$ cat src/rtl/modulation_sync_idx_gen.sv
// Per-segment modulation sample index generator with double-buffered cycle/divider
// settings applied at wrap, plus a global SYNC realignment.
package params;
  localparam int NumSegment = 2;
endpackage

module modulation_sync_idx_gen #(
  parameter int  NumSegment = params::NumSegment,
  localparam int SegW       = (NumSegment > 1) ? $clog2(NumSegment) : 1
) (
  input  logic            CLK,
  input  logic            RST_N,
  input  logic            SYNC,
  input  logic            UPDATE_SETTINGS,
  input  logic [SegW-1:0] UPDATE_SEGMENT,
  input  logic [15:0]     CYCLE,
  input  logic [15:0]     FREQ_DIV,
  output logic [15:0]     SYNC_IDX [NumSegment],
  output logic            WRAP     [NumSegment],
  output logic            PENDING  [NumSegment]
);

  for (genvar s = 0; s < NumSegment; s++) begin : g_seg
    logic [15:0] cyc_a, div_a, cyc_s, div_s;
    logic [15:0] div_cnt, idx;
    logic        pend, wrap;
    logic [15:0] eff_div;
    logic        hit, last_cnt, at_end;

    always_comb begin
      // Out-of-range segment numbers simply never match.
      hit      = UPDATE_SETTINGS && (int'(UPDATE_SEGMENT) == s);
      eff_div  = (div_a == 16'd0) ? 16'd1 : div_a;
      last_cnt = (div_cnt == eff_div - 16'd1);
      at_end   = (idx == cyc_a);
    end

    // NOTE: the segment holds only a handful of flops, so every register including
    // the shadows is reset; nothing here is a memory that could be left unreset.
    always_ff @(posedge CLK or negedge RST_N) begin
      if (!RST_N) begin
        cyc_a   <= '0;
        div_a   <= '0;
        cyc_s   <= '0;
        div_s   <= '0;
        div_cnt <= '0;
        idx     <= '0;
        pend    <= 1'b0;
        wrap    <= 1'b0;
      end else if (SYNC) begin
        div_cnt <= '0;
        idx     <= '0;
        wrap    <= 1'b0;
        pend    <= 1'b0;
        if (hit) begin
          cyc_a <= CYCLE;
          div_a <= FREQ_DIV;
          cyc_s <= CYCLE;
          div_s <= FREQ_DIV;
        end else if (pend) begin
          cyc_a <= cyc_s;
          div_a <= div_s;
        end
      end else begin
        wrap <= 1'b0;
        if (last_cnt) begin
          div_cnt <= '0;
          if (at_end) begin
            idx  <= '0;
            wrap <= 1'b1;
            if (pend) begin
              cyc_a <= cyc_s;
              div_a <= div_s;
              pend  <= 1'b0;
            end
          end else begin
            idx <= idx + 16'd1;
          end
        end else begin
          div_cnt <= div_cnt + 16'd1;
        end
        // NOTE: non-blocking updates resolve last-write-wins, so an update landing on
        // the wrap edge re-arms pend after the wrap consumed the previous shadow.
        if (hit) begin
          cyc_s <= CYCLE;
          div_s <= FREQ_DIV;
          pend  <= 1'b1;
        end
      end
    end

    assign SYNC_IDX[s] = idx;
    assign WRAP[s]     = wrap;
    assign PENDING[s]  = pend;
  end

endmodule

$ cat config.mk
export PLATFORM = sky130hd
export DESIGN_NAME = modulation_sync_idx_gen
export DESIGN_NICKNAME = d
export VERILOG_FILES = /design/src/rtl/modulation_sync_idx_gen.sv
export SDC_FILE = /design/constraint.sdc
export NUM_CORES = 1
export LEC_CHECK = 0
export CORE_AREA = 2 2 177 145
export DETAILED_ROUTE_END_ITERATION = 16
export DIE_AREA = 0 0 179 147
export PLACE_DENSITY = 0.68
export SETUP_SLACK_MARGIN = 0.1
export SKIP_CTS_REPAIR_TIMING = 1
export SYNTH_ARGS = -nofsm -noshare
export SYNTH_HDL_FRONTEND = slang
export SYNTH_SLANG_ARGS = --single-unit
$ cat constraint.sdc
create_clock -name CLK -period 4.5 [get_ports CLK]
set_clock_uncertainty 0.1 [all_clocks]
set_input_delay 1.35 -clock CLK [delete_from_list [all_inputs] [get_ports CLK]]
set_output_delay 1.35 -clock CLK [all_outputs]
set_load 0.02 [all_outputs]
==> results.md, run 1 <==
* Setup TNS at 0 ns
* CP Data Required Time at 4.78 ns
* GRT Total Usage at 21.8%
* Largest stage delay on the critical path at 0.58 ns
* Diodes inserted at 0
* Most frequent cell after synthesis: dfrtp_1
* Wire per inst at 19.1 um
* Non-Filler Instances at 1477
* Maxcap violations at 0
* Area Growth Syn to Fin at 15.1%
* Mapped Area at 11100 sq um
* Routability congestion estimate at 0.899
* CTS Buf Count at 17
* #FFs+latches synth at 196
* RSZ-0062 raised after global routing: false
* Vias in the first global route at 8338
* Nature of the critical path startpoint: flip-flop
* Minimum clock period at 4.19 ns
* Yosys warnings at 0
* Total gr overflow at 0
* Worst path slowest cell: or4_4
* Peak supply drop at 312 uV
* Area contributors post-synth: dfrtp_1 44%, mux2_2 6.7%, xor2_1 5.0%
* Prevailing post-synth register cell: dfrtp_1
* Clock sinks at 196
* CTS tree: yes
* Iter 0 DRT Violations at 672
* Slew Limit Fails at 0
* Width of the die at 179 um
* Fmax at 239 MHz
* Clk buf depth at 2
* Final WL at 28200 um
* WS Path Type: flip-flop to flip-flop
* Initial core utilization at 45.2%
* Syn Inst Count at 1094
* Layout cells sized above 1 at 14.2%
* Crit-path max FO at 32
* Pwr dens at 368 nW/um^2
* Min-Delay Path Class: flip-flop to flip-flop
* I/O Buffers at 72
* Largest net degree at the start of global routing at 79
* FFs w/ async S/R, synth at 100%
* Syn_nets at 1137
* # DRC at 0
* CP Cell Sequence: or4_4 > nor3_2 > a31oi_1 > ha_1 > xnor2_1 > a221o_1 > nor3_1 > nand3_1 > or4_1 > buf_4 > nor4_4 > buf_12 > o32a_1
* Drt first pass iters at 5
* CP Capture Type: flip-flop
* Area leader, netlist: dfrtp_1
* Status: finished clean
* Final Net Count at 1183
* First-pass GRT wire length at 45600 um
* Post-DP HPWL at 19400 um
* Crit share post-route at 93.1%
* Endpoints failing setup at 0
* Row count at 52
* Die Y-Extent at 147 um
* Register area share after synthesis at 44.0%
* Post-synth EDFFs at 0
* Drt via density at 6.06
* Initial antenna violation count at 0
* Top cells by instance count after synthesis: 196 x dfrtp_1, 82 x nand2_1, 70 x nor2_1
* Clk pin slew, worst setup/hold paths at 0.08 ns
* FILL cells at 2215
* Avg Inst Size Synth at 10.2 sq um
* DR vias at 8955
* Clock root cell: clkbuf_16
* Slew @ Worst Pin at 0.763 ns
* Cell variety after synth at 67
* Lkg Pwr at 5.14 nW
* Post-route ant nets at 0
* Core area at 24700 sq um
* Yosys top cell area share at 44.0%
* I/O pins at 73
* Slew headroom at 48.7%
* Worst skew pair latency at 0.45 ns
* H-Tree Depth at 4
* Fin. Hold Viols at 0
* DIE AREA at 26300 sq um
* Placed cell count at 1444
* Arr. time, crit path at 4.47 ns
-- worst max-delay path: cells and delay by family, from the launching register on --
kind                     cells  cell delay (ns)
AO/OA/AOI/OAI                3             0.57
XOR/XNOR                     1             0.13
adder cells (fa/ha/maj)      1             0.34
buffers and inverters        2             0.46
flip-flops                   1             0.39
AND/OR/NAND/NOR              6             2.11
-- cell type report --
type / count / area, sq um / area share [%]
repair buffers: 108 / 1010 / 7.92
flip-flops and latches: 196 / 4900 / 38.3
inverters: 23 / 86.3 / 0.674
well taps: 324 / 405 / 3.16
clock buffers: 19 / 453 / 3.53
multi-input cells: 794 / 5810 / 45.4
clock inverters: 13 / 139 / 1.08
-- sequential cells by signal (all words and copies together), names as in the netlist --
name and count:
g_seg.wrap 2, g_seg.div_a 32, g_seg.cyc_a 32, g_seg.div_s 32, g_seg.pend 2, g_seg.idx 32, g_seg.cyc_s 32, g_seg.div_cnt 32
-- worst paths after layout --
kind | cells past startpoint | endpoint | startpoint | slack, ns
hold / removal | 1 | g_seg[0].div_a[6] | g_seg[0].div_s[6] | 0.40
setup / recovery | 13 | g_seg[1].div_a[3] | g_seg[1].div_a[9] | 0.31
hold reg to reg | 1 | g_seg[0].div_a[6] | g_seg[0].div_s[6] | 0.40
setup reg to reg | 13 | g_seg[1].div_a[3] | g_seg[1].div_a[9] | 0.31
min in group asynchronous | 1 | g_seg[0].idx[12] | RST_N | 0.81
max in group asynchronous | 2 | g_seg[1].div_a[10] | RST_N | 2.63
-- cells in the final DEF (no fill, tap or decap), types with 5 or more instances in the layout --
cell type,n
a32o_1,9
or3_1,10
buf_4,34
and3_1,11
clkdlybuf4s50_1,70
o311ai_0,7
nor2_1,67
and2_1,16
nor3b_1,7
mux2i_1,5
mux2_2,66
nor4_4,5
a21oi_1,10
o32a_1,32
nor3_1,20
nor4_1,17
a211oi_1,9
o22a_1,32
xnor2_1,31
ha_1,6
o211ai_1,6
or4_1,6
nand2_1,81
a21o_1,33
nand3_1,41
o31ai_1,35
dfrtp_1,196
o41ai_1,7
a22o_1,33
o32ai_1,8
inv_1,23
nand4_1,11
xor2_1,64
o21ai_0,44
clkbuf_16,17
-- where the power goes --
group | internal [mW] | leakage (nW) | total, mW | switching [mW]
clock network | 0.773 | 0.295 | 1.56 | 0.784
logic | 0.474 | 2.40 | 0.930 | 0.456
registers | 1.98 | 2.44 | 2.23 | 0.244
-- stage by stage --
stage	setup slack (ns)	hold slack [ns]	utilization, %	area (sq um)	power (mW)
global route	0.122	0.425	52.0	12800	4.94
detailed placement	0.190	0.383	49.5	12200	3.18
floorplan	0.519	0.368	-	11100	2.85
finish	0.311	0.404	52.0	12800	4.72
global placement	0.255	0.384	49.5	12200	3.15
CTS	0.147	0.406	51.9	12800	4.73
-- routing by layer --
metal  wire, um  share of wire [%]  global-route usage (%)  vias to the layer above
met1      13900                 49                    33.3                     4443
li1           -                  -                       -                     4202
met4        340                1.2                    4.88                        0
met2      12400                 44                    32.0                      278
met5          0                  0                       0                        -
met3       1550                5.5                    3.80                       32
-- logic make-up after synthesis --
logic type      Yosys count  synth area share (%)
simple gates            327                  15.7
mux                      71                  7.12
buf+inv                 104                  4.20
flops                   196                  44.0
xor+xnor                 95                  7.47
fa+ha+maj                 6                 0.674
compound gates          295                  20.8
Note: power is estimated with default switching activity, not from simulation.
==> run 2: changes to the inputs <==
--- a/config.mk
+++ b/config.mk
@@ -8,7 +8,8 @@
 export CORE_AREA = 2 2 177 145
 export DETAILED_ROUTE_END_ITERATION = 16
 export DIE_AREA = 0 0 179 147
-export PLACE_DENSITY = 0.68
+export HOLD_SLACK_MARGIN = 0.12
+export PLACE_DENSITY = 0.7
 export SETUP_SLACK_MARGIN = 0.1
 export SKIP_CTS_REPAIR_TIMING = 1
 export SYNTH_ARGS = -nofsm -noshare
==> constraint.sdc (replaced) <==
create_clock -name CLK -period 3.8 [get_ports CLK]
set_clock_uncertainty 0.1 [all_clocks]
set_input_delay 1.14 -clock CLK [delete_from_list [all_inputs] [get_ports CLK]]
set_output_delay 1.14 -clock CLK [all_outputs]
set_load 0.02 [all_outputs]
==> run 2 against run 1 <==
Global-route usage is 1.2 points higher. Power is 22% higher. Clock power is 19% higher. Final cell count is 3.7% higher. Largest cell class unchanged. Setup slack worse by 0.30 ns. Critical path depth is 1 higher. Register-to-register slack worse by 0.30 ns. Via count is 4.7% higher. Sequential power is 16% higher. Combinational power is 44% higher. Clock-buffer cell count is 2 lower.
==> results.md, run 2 (synthesis results as in run 1) <==
* Largest net degree at the start of global routing at 87 (+10%)
* Crit path from: g_seg[1].div_a[7]
* RR Startpoint: g_seg[1].div_a[7]
* Core area at 24700 sq um (unchanged)
* Drt first pass iters at 5 (unchanged)
* Lkg Pwr at 5.52 nW (+7.3%)
* Clk pin slew, worst setup/hold paths at 0.08 ns (about the same)
* Post-route ant nets at 0 (unchanged)
* Final Net Count at 1238 (+4.6%)
* Clock network power share at 32.2% (-0.8 points)
* Reg2Reg Setup Slack at 0.01 ns (-0.30 ns)
* GRT Total Usage at 22.9% (+1.2 points)
* Sw Share at 31.5% (-0.037 points)
* R2r endpoint: g_seg[1].cyc_a[14]
* Finished layout cell area at 13600 sq um (+6.1%)
* Post-layout util at 55.1% (+3.2 points)
* Tot Pwr at 5.77 mW (+22%)
* Sequential fraction of design power at 44.7% (-2.5 points)
* Min-Delay Path Class: flip-flop to flip-flop
* Wire per inst at 20.1 um (+5.3%)
* Peak supply drop at 303 uV (-2.9%)
* Nature of the critical path startpoint: flip-flop
* Worst skew pair latency at 0.44 ns (about the same)
* Dpl cell area at 12500 sq um (+2.9%)
* Endpoints failing setup at 0 (unchanged)
* Clock root cell: clkbuf_16
* Routability congestion estimate at 0.905 (+0.61%)
* Fin. Hold Viols at 0 (unchanged)
* I/O Buffers at 72 (unchanged)
* Worst R2R Path Depth at 14 (+1)
* DIE AREA at 26300 sq um (unchanged)
* Maxcap violations at 0 (unchanged)
* Minimum clock period at 3.79 ns (-0.402 ns)
* Clock sinks at 196 (unchanged)
* Fmax at 264 MHz (+11%)
* Width of the die at 179 um (unchanged)
* # DRC at 0 (unchanged)
* Pwr dens at 425 nW/um^2 (+15%)
* NetSw at 1.82 mW (+22%)
* Final WL at 30800 um (+9.2%)
* CP Capture Type: flip-flop
* Post-DP HPWL at 20100 um (+3.7%)
* Slew Limit Fails at 0 (unchanged)
* FILL cells at 2104 (-5.0%)
* H-Tree Depth at 4 (unchanged)
* Worst Setup EP: g_seg[1].cyc_a[14]
* Status: finished clean
* Most common cell after layout, fill and taps aside: dfrtp_1
* RSZ-0062 raised after global routing: true
* I/O pins at 73 (unchanged)
* Internal Power at 3.96 mW (+23%)
* Total gr overflow at 0 (unchanged)
* Arr. time, crit path at 4.07 ns (-0.40 ns)
* Iter 0 DRT Violations at 810 (+21%)
* Layout cells sized above 1 at 20.4% (+6.1 points)
* Comb pwr share at 23.2% (+3.5 points)
* Drt via density at 6.12 (+0.90%)
* Vias in the first global route at 8900 (+6.7%)
* First-pass GRT wire length at 48200 um (+5.6%)
* CTS Buf Count at 17 (unchanged)
* Most frequent cells in the layout: 193 x dfrtp_1, 82 x nand2_1, 72 x buf_4
* Clk buf depth at 2 (unchanged)
* Row count at 52 (unchanged)
* Crit share post-route at 99.7% (+6.6 points)
* Crit-path max FO at 8 (-75%)
* CTS tree: yes
* Slew @ Worst Pin at 0.759 ns (-0.00370 ns)
* Diodes inserted at 0 (unchanged)
* CP Data Required Time at 4.08 ns (-0.70 ns)
* WS Path Type: flip-flop to flip-flop
* Die Y-Extent at 147 um (unchanged)
* DR vias at 9372 (+4.7%)
* Initial core utilization at 45.2% (unchanged)
* Worst hold slack at 0.407 ns (+0.00280 ns)
* Slew headroom at 48.1% (-0.59 points)
* Area Growth Syn to Fin at 22.1%
* Initial antenna violation count at 0 (unchanged)
run 2: changes by cell type in the layout (fill, tap and decap cells not counted), moves of 3 or more:
| cell | previous run | this run |
|---|---|---|
| clkinv_8 | 3 | 0 |
| buf_12 | 2 | 6 |
| and2_4 | 0 | 3 |
| dfrtp_2 | 0 | 3 |
| buf_6 | 0 | 8 |
| dfrtp_1 | 196 | 193 |
| buf_4 | 34 | 72 |
| o311ai_0 | 7 | 3 |
| o311ai_4 | 0 | 3 |
| clkbuf_16 | 17 | 22 |
| o41ai_2 | 0 | 4 |
| inv_8 | 4 | 7 |
| o41ai_1 | 7 | 3 |
| and2_1 | 16 | 13 |
run 2: per-stage QoR:
step / std cells / setup TNS (ns) / setup slack (ns)
after floorplan: 1094 / 0 / 0.0161
after global placement: 1476 / 0 / 0.0761
after detailed placement: 1476 / 0 / 0.0385
after CTS: 1508 / -0.00251 / -0.00251
after global routing: 1532 / -3.08 / -0.108
final: 1532 / 0 / 0.0131
run 2: critical path, cell delays in order, from the launching register on:
cell and delay (ns):
dfrtp_1 0.38, or4_4 0.56, nor3_4 0.14, a31oi_1 0.11
ha_2 0.35, xnor2_1 0.06, a221o_1 0.29, nor3_2 0.14
nand3_1 0.11, or4_4 0.58, buf_12 0.17, nor4_4 0.23
buf_6 0.18, clkbuf_16 0.17, o32a_1 0.15
run 2: final cells by class:
class                      count  area [sq um]  share of cell area, %
tap                          324           405                   2.98
inverter                      23          86.3                  0.635
clock buffer                  17           425                   3.13
timing repair buffer         163          1600                   11.7
clock inverter                15           161                   1.19
sequential                   196          4910                   36.1
multi-input combinational    794          6010                   44.2
run 2: routing by layer:
metal	share of wire, %	track usage, %	vias up
met3	6.0	4.04	28
met4	1.0	4.80	0
li1	-	-	4307
met1	47	34.8	4719
met2	46	34.3	318
met5	0	0	-
run 2: worst min-delay path by stage:
stage	from	to	slack, ns	cells after the start
after global placement	g_seg[0].cyc_s[6]	g_seg[0].cyc_a[6]	0.38	1
after CTS	g_seg[0].cyc_s[14]	g_seg[0].cyc_a[14]	0.41	1
after floorplan	g_seg[0].cyc_s[13]	g_seg[0].cyc_a[13]	0.37	1
final	g_seg[0].cyc_s[14]	g_seg[0].cyc_a[14]	0.41	1
after global routing	g_seg[1].div_s[0]	g_seg[1].div_s[0]	0.42	1
after detailed placement	g_seg[0].cyc_s[5]	g_seg[0].cyc_a[5]	0.39	1
run 2: power by group through the flow:
| stage | registers [mW] | clock network [mW] | logic [mW] |
|---|---|---|---|
| 4_1_cts | 2.57 | 1.88 | 1.27 |
| 2_1_floorplan | 2.58 | 0 | 0.833 |
| 6_report | 2.58 | 1.86 | 1.34 |
| 3_5_place_dp | 2.61 | 0 | 1.26 |
| 3_3_place_gp | 2.60 | 0 | 1.23 |
| 5_1_grt | 2.61 | 1.97 | 1.46 |
==> run 3: changes to the inputs <==
--- a/config.mk
+++ b/config.mk
@@ -5,11 +5,11 @@
 export SDC_FILE = /design/constraint.sdc
 export NUM_CORES = 1
 export LEC_CHECK = 0
-export CORE_AREA = 2 2 177 145
+export CORE_AREA = 2 2 164 134
 export DETAILED_ROUTE_END_ITERATION = 16
-export DIE_AREA = 0 0 179 147
+export DIE_AREA = 0 0 166 136
 export HOLD_SLACK_MARGIN = 0.12
-export PLACE_DENSITY = 0.7
+export PLACE_DENSITY = 0.8
 export SETUP_SLACK_MARGIN = 0.1
 export SKIP_CTS_REPAIR_TIMING = 1
 export SYNTH_ARGS = -nofsm -noshare
==> run 3 against run 2 <==
Die area decreased by 14%. Flip-flop and latch count is the same. Wire length is 1.0% higher. Setup slack worse by 0.0075 ns. Clock-buffer cell count increased by 4. Global-route usage rose by 3.4 points. Combinational power about the same.
==> results.md, run 3 (synthesis results as in run 1) <==
* Status: finished clean
* CP Data Required Time at 4.07 ns (about the same)
* Min-Delay Path Class: flip-flop to flip-flop
* Drt via density at 6.44 (+5.3%)
* H-Tree Depth at 4 (unchanged)
* GRT Total Usage at 26.3% (+3.4 points)
* Top cell by count, worst path: or4_4
* Clock sinks at 196 (unchanged)
* RSZ-0062 raised after global routing: true
* CP Cell Sequence: or4_4 > nor3_4 > a31oi_4 > ha_4 > nor3b_4 > and2_4 > a221oi_2 > nand3_1 > or4_4 > buf_12 > nor4_4 > buf_6 > clkbuf_16 > o32a_1
* First-pass GRT wire length at 48300 um (+0.23%)
* Most common cell after layout, fill and taps aside: dfrtp_1
* CP Capture Type: flip-flop
* DR vias at 9525 (+1.6%)
* Lkg Pwr at 5.49 nW (-0.42%)
* Wire per inst at 21.0 um (+4.7%)
* Non-Filler Instances at 1479 (-3.5%)
* Placed cell count at 1426 (-3.4%)
* Initial core utilization at 52.8% (+7.7 points)
* Clock root cell: clkbuf_16
* Setup TNS at 0 ns (unchanged)
* Most frequent cells in the layout: 195 x dfrtp_1, 82 x nand2_1, 70 x clkdlybuf4s50_1
* Peak supply drop at 318 uV (+5.2%)
* Post-DP HPWL at 19700 um (-1.9%)
* Maxcap violations at 0 (unchanged)
* Final Net Count at 1234 (-0.32%)
* WS Path Type: flip-flop to flip-flop
* Minimum clock period at 3.79 ns (+0.00748 ns)
* CTS Buf Count at 17 (unchanged)
* Clk buf depth at 2 (unchanged)
* Vias in the first global route at 9079 (+2.0%)
* Worst hold stages at 1 (unchanged)
* Fmax at 264 MHz (-0.20%)
* Area Growth Syn to Fin at 23.0%
* Min-delay src: g_seg[0].div_s[0]
* Crit-path max FO at 8 (unchanged)
* Reg2Reg Setup Slack at 0.006 ns (about the same)
* Largest stage delay on the critical path at 0.58 ns (about the same)
* Worst skew pair latency at 0.43 ns (about the same)
* Drt first pass iters at 5 (unchanged)
* Endpoints failing setup at 0 (unchanged)
* DIE AREA at 22600 sq um (-14%)
* Largest net degree at the start of global routing at 75 (-14%)
* Crit share post-route at 99.9% (+0.20 points)
* CTS tree: yes
* Slew Limit Fails at 0 (unchanged)
* Post-route ant nets at 0 (unchanged)
* I/O Buffers at 72 (unchanged)
* Layout cells sized above 1 at 22.2% (+1.8 points)
* Die Y-Extent at 136 um (-7.5%)
* Slew headroom at 48.3% (+0.17 points)
* Nature of the critical path startpoint: flip-flop
* Clk pin slew, worst setup/hold paths at 0.07 ns (about the same)
* R2r endpoint: g_seg[1].div_a[13]
* # DRC at 0 (unchanged)
* I/O pins at 73 (unchanged)
* Worst path slowest cell: or4_4
* Routability congestion estimate at 0.932 (+3.0%)
* Total gr overflow at 0 (unchanged)
* Core area at 21100 sq um (-15%)
* Row count at 48 (-7.7%)
* Fin. Hold Viols at 0 (unchanged)
* Initial antenna violation count at 1 (+1)
* Worst R2R Path Depth at 14 (unchanged)
* RR Startpoint: g_seg[1].div_a[7]
* Iter 0 DRT Violations at 1105 (+36%)
* Pwr dens at 419 nW/um^2 (-1.3%)
* Width of the die at 166 um (-7.3%)
* Final WL at 31100 um (+1.0%)
* Arr. time, crit path at 4.06 ns (about the same)
* Slew @ Worst Pin at 0.757 ns (-0.00250 ns)
* Worst Hold End: g_seg[0].div_a[0]
==> run 3: how the worst max path moves through the flow <==
| stage | slack (ns) | startpoint | to | depth (start not counted) |
|---|---|---|---|---|
| 6_report | 0.006 | g_seg[1].div_a[7] | g_seg[1].div_a[13] | 14 |
| 5_1_grt | -0.15 | g_seg[1].div_a[7] | g_seg[1].idx[3] | 11 |
| 4_1_cts | -0.03 | g_seg[1].div_a[7] | g_seg[1].idx[5] | 11 |
| 3_5_place_dp | 0.03 | g_seg[1].div_a[7] | g_seg[1].idx[5] | 11 |
| 3_3_place_gp | 0.05 | g_seg[1].div_a[7] | g_seg[1].idx[3] | 11 |
| 2_1_floorplan | 0.02 | g_seg[0].div_a[9] | g_seg[0].div_a[9] | 14 |
==> run 3: routing by layer <==
layer  track usage [%]  vias to the layer above  share of wire [%]  wire length [um]
met5                 0                        -                  0                 0
met4              6.86                        0                1.4               447
met3              4.19                       42                7.1              2200
met2              41.5                      393                 48             14900
met1              38.0                     4798                 44             13600
li1                  -                     4292                  -                 -
==> run 3: cell type report <==
cell class	instances	area, sq um
tap	275	344
multi-input combinational	794	6220
timing repair buffer	159	1570
antenna	1	2.50
clock inverter	10	101
clock buffer	21	470
sequential	196	4910
fill	1593	7380
inverter	23	86.3
==> run 3: worst max-delay path: cells and delay by family (launching register included) <==
family | cells | cell delay [ns]
buffers and inverters | 3 | 0.50
AO/OA/AOI/OAI | 3 | 0.57
adder cells (fa/ha/maj) | 1 | 0.21
flip-flops | 1 | 0.38
AND/OR/NAND/NOR | 7 | 1.96
==> run 3: through the flow <==
step	hold slack, ns	cell area (sq um)	worst slack (ns)	total power, mW	util, %
after global routing	0.433	13700	-0.152	5.99	65.0
after global placement	0.381	12500	0.0543	3.83	59.2
final	0.407	13700	0.00559	5.74	65.0
after floorplan	0.368	11200	0.0161	3.41	-
after CTS	0.404	13100	-0.0288	5.66	61.9
after detailed placement	0.383	12500	0.0295	3.88	59.2
==> run 3: power breakdown <==
part           total, mW  switching, mW  internal [mW]
Combinational       1.37          0.699          0.672
Sequential          2.58          0.231           2.35
Clock               1.79          0.830          0.959
Total               5.74           1.76           3.98
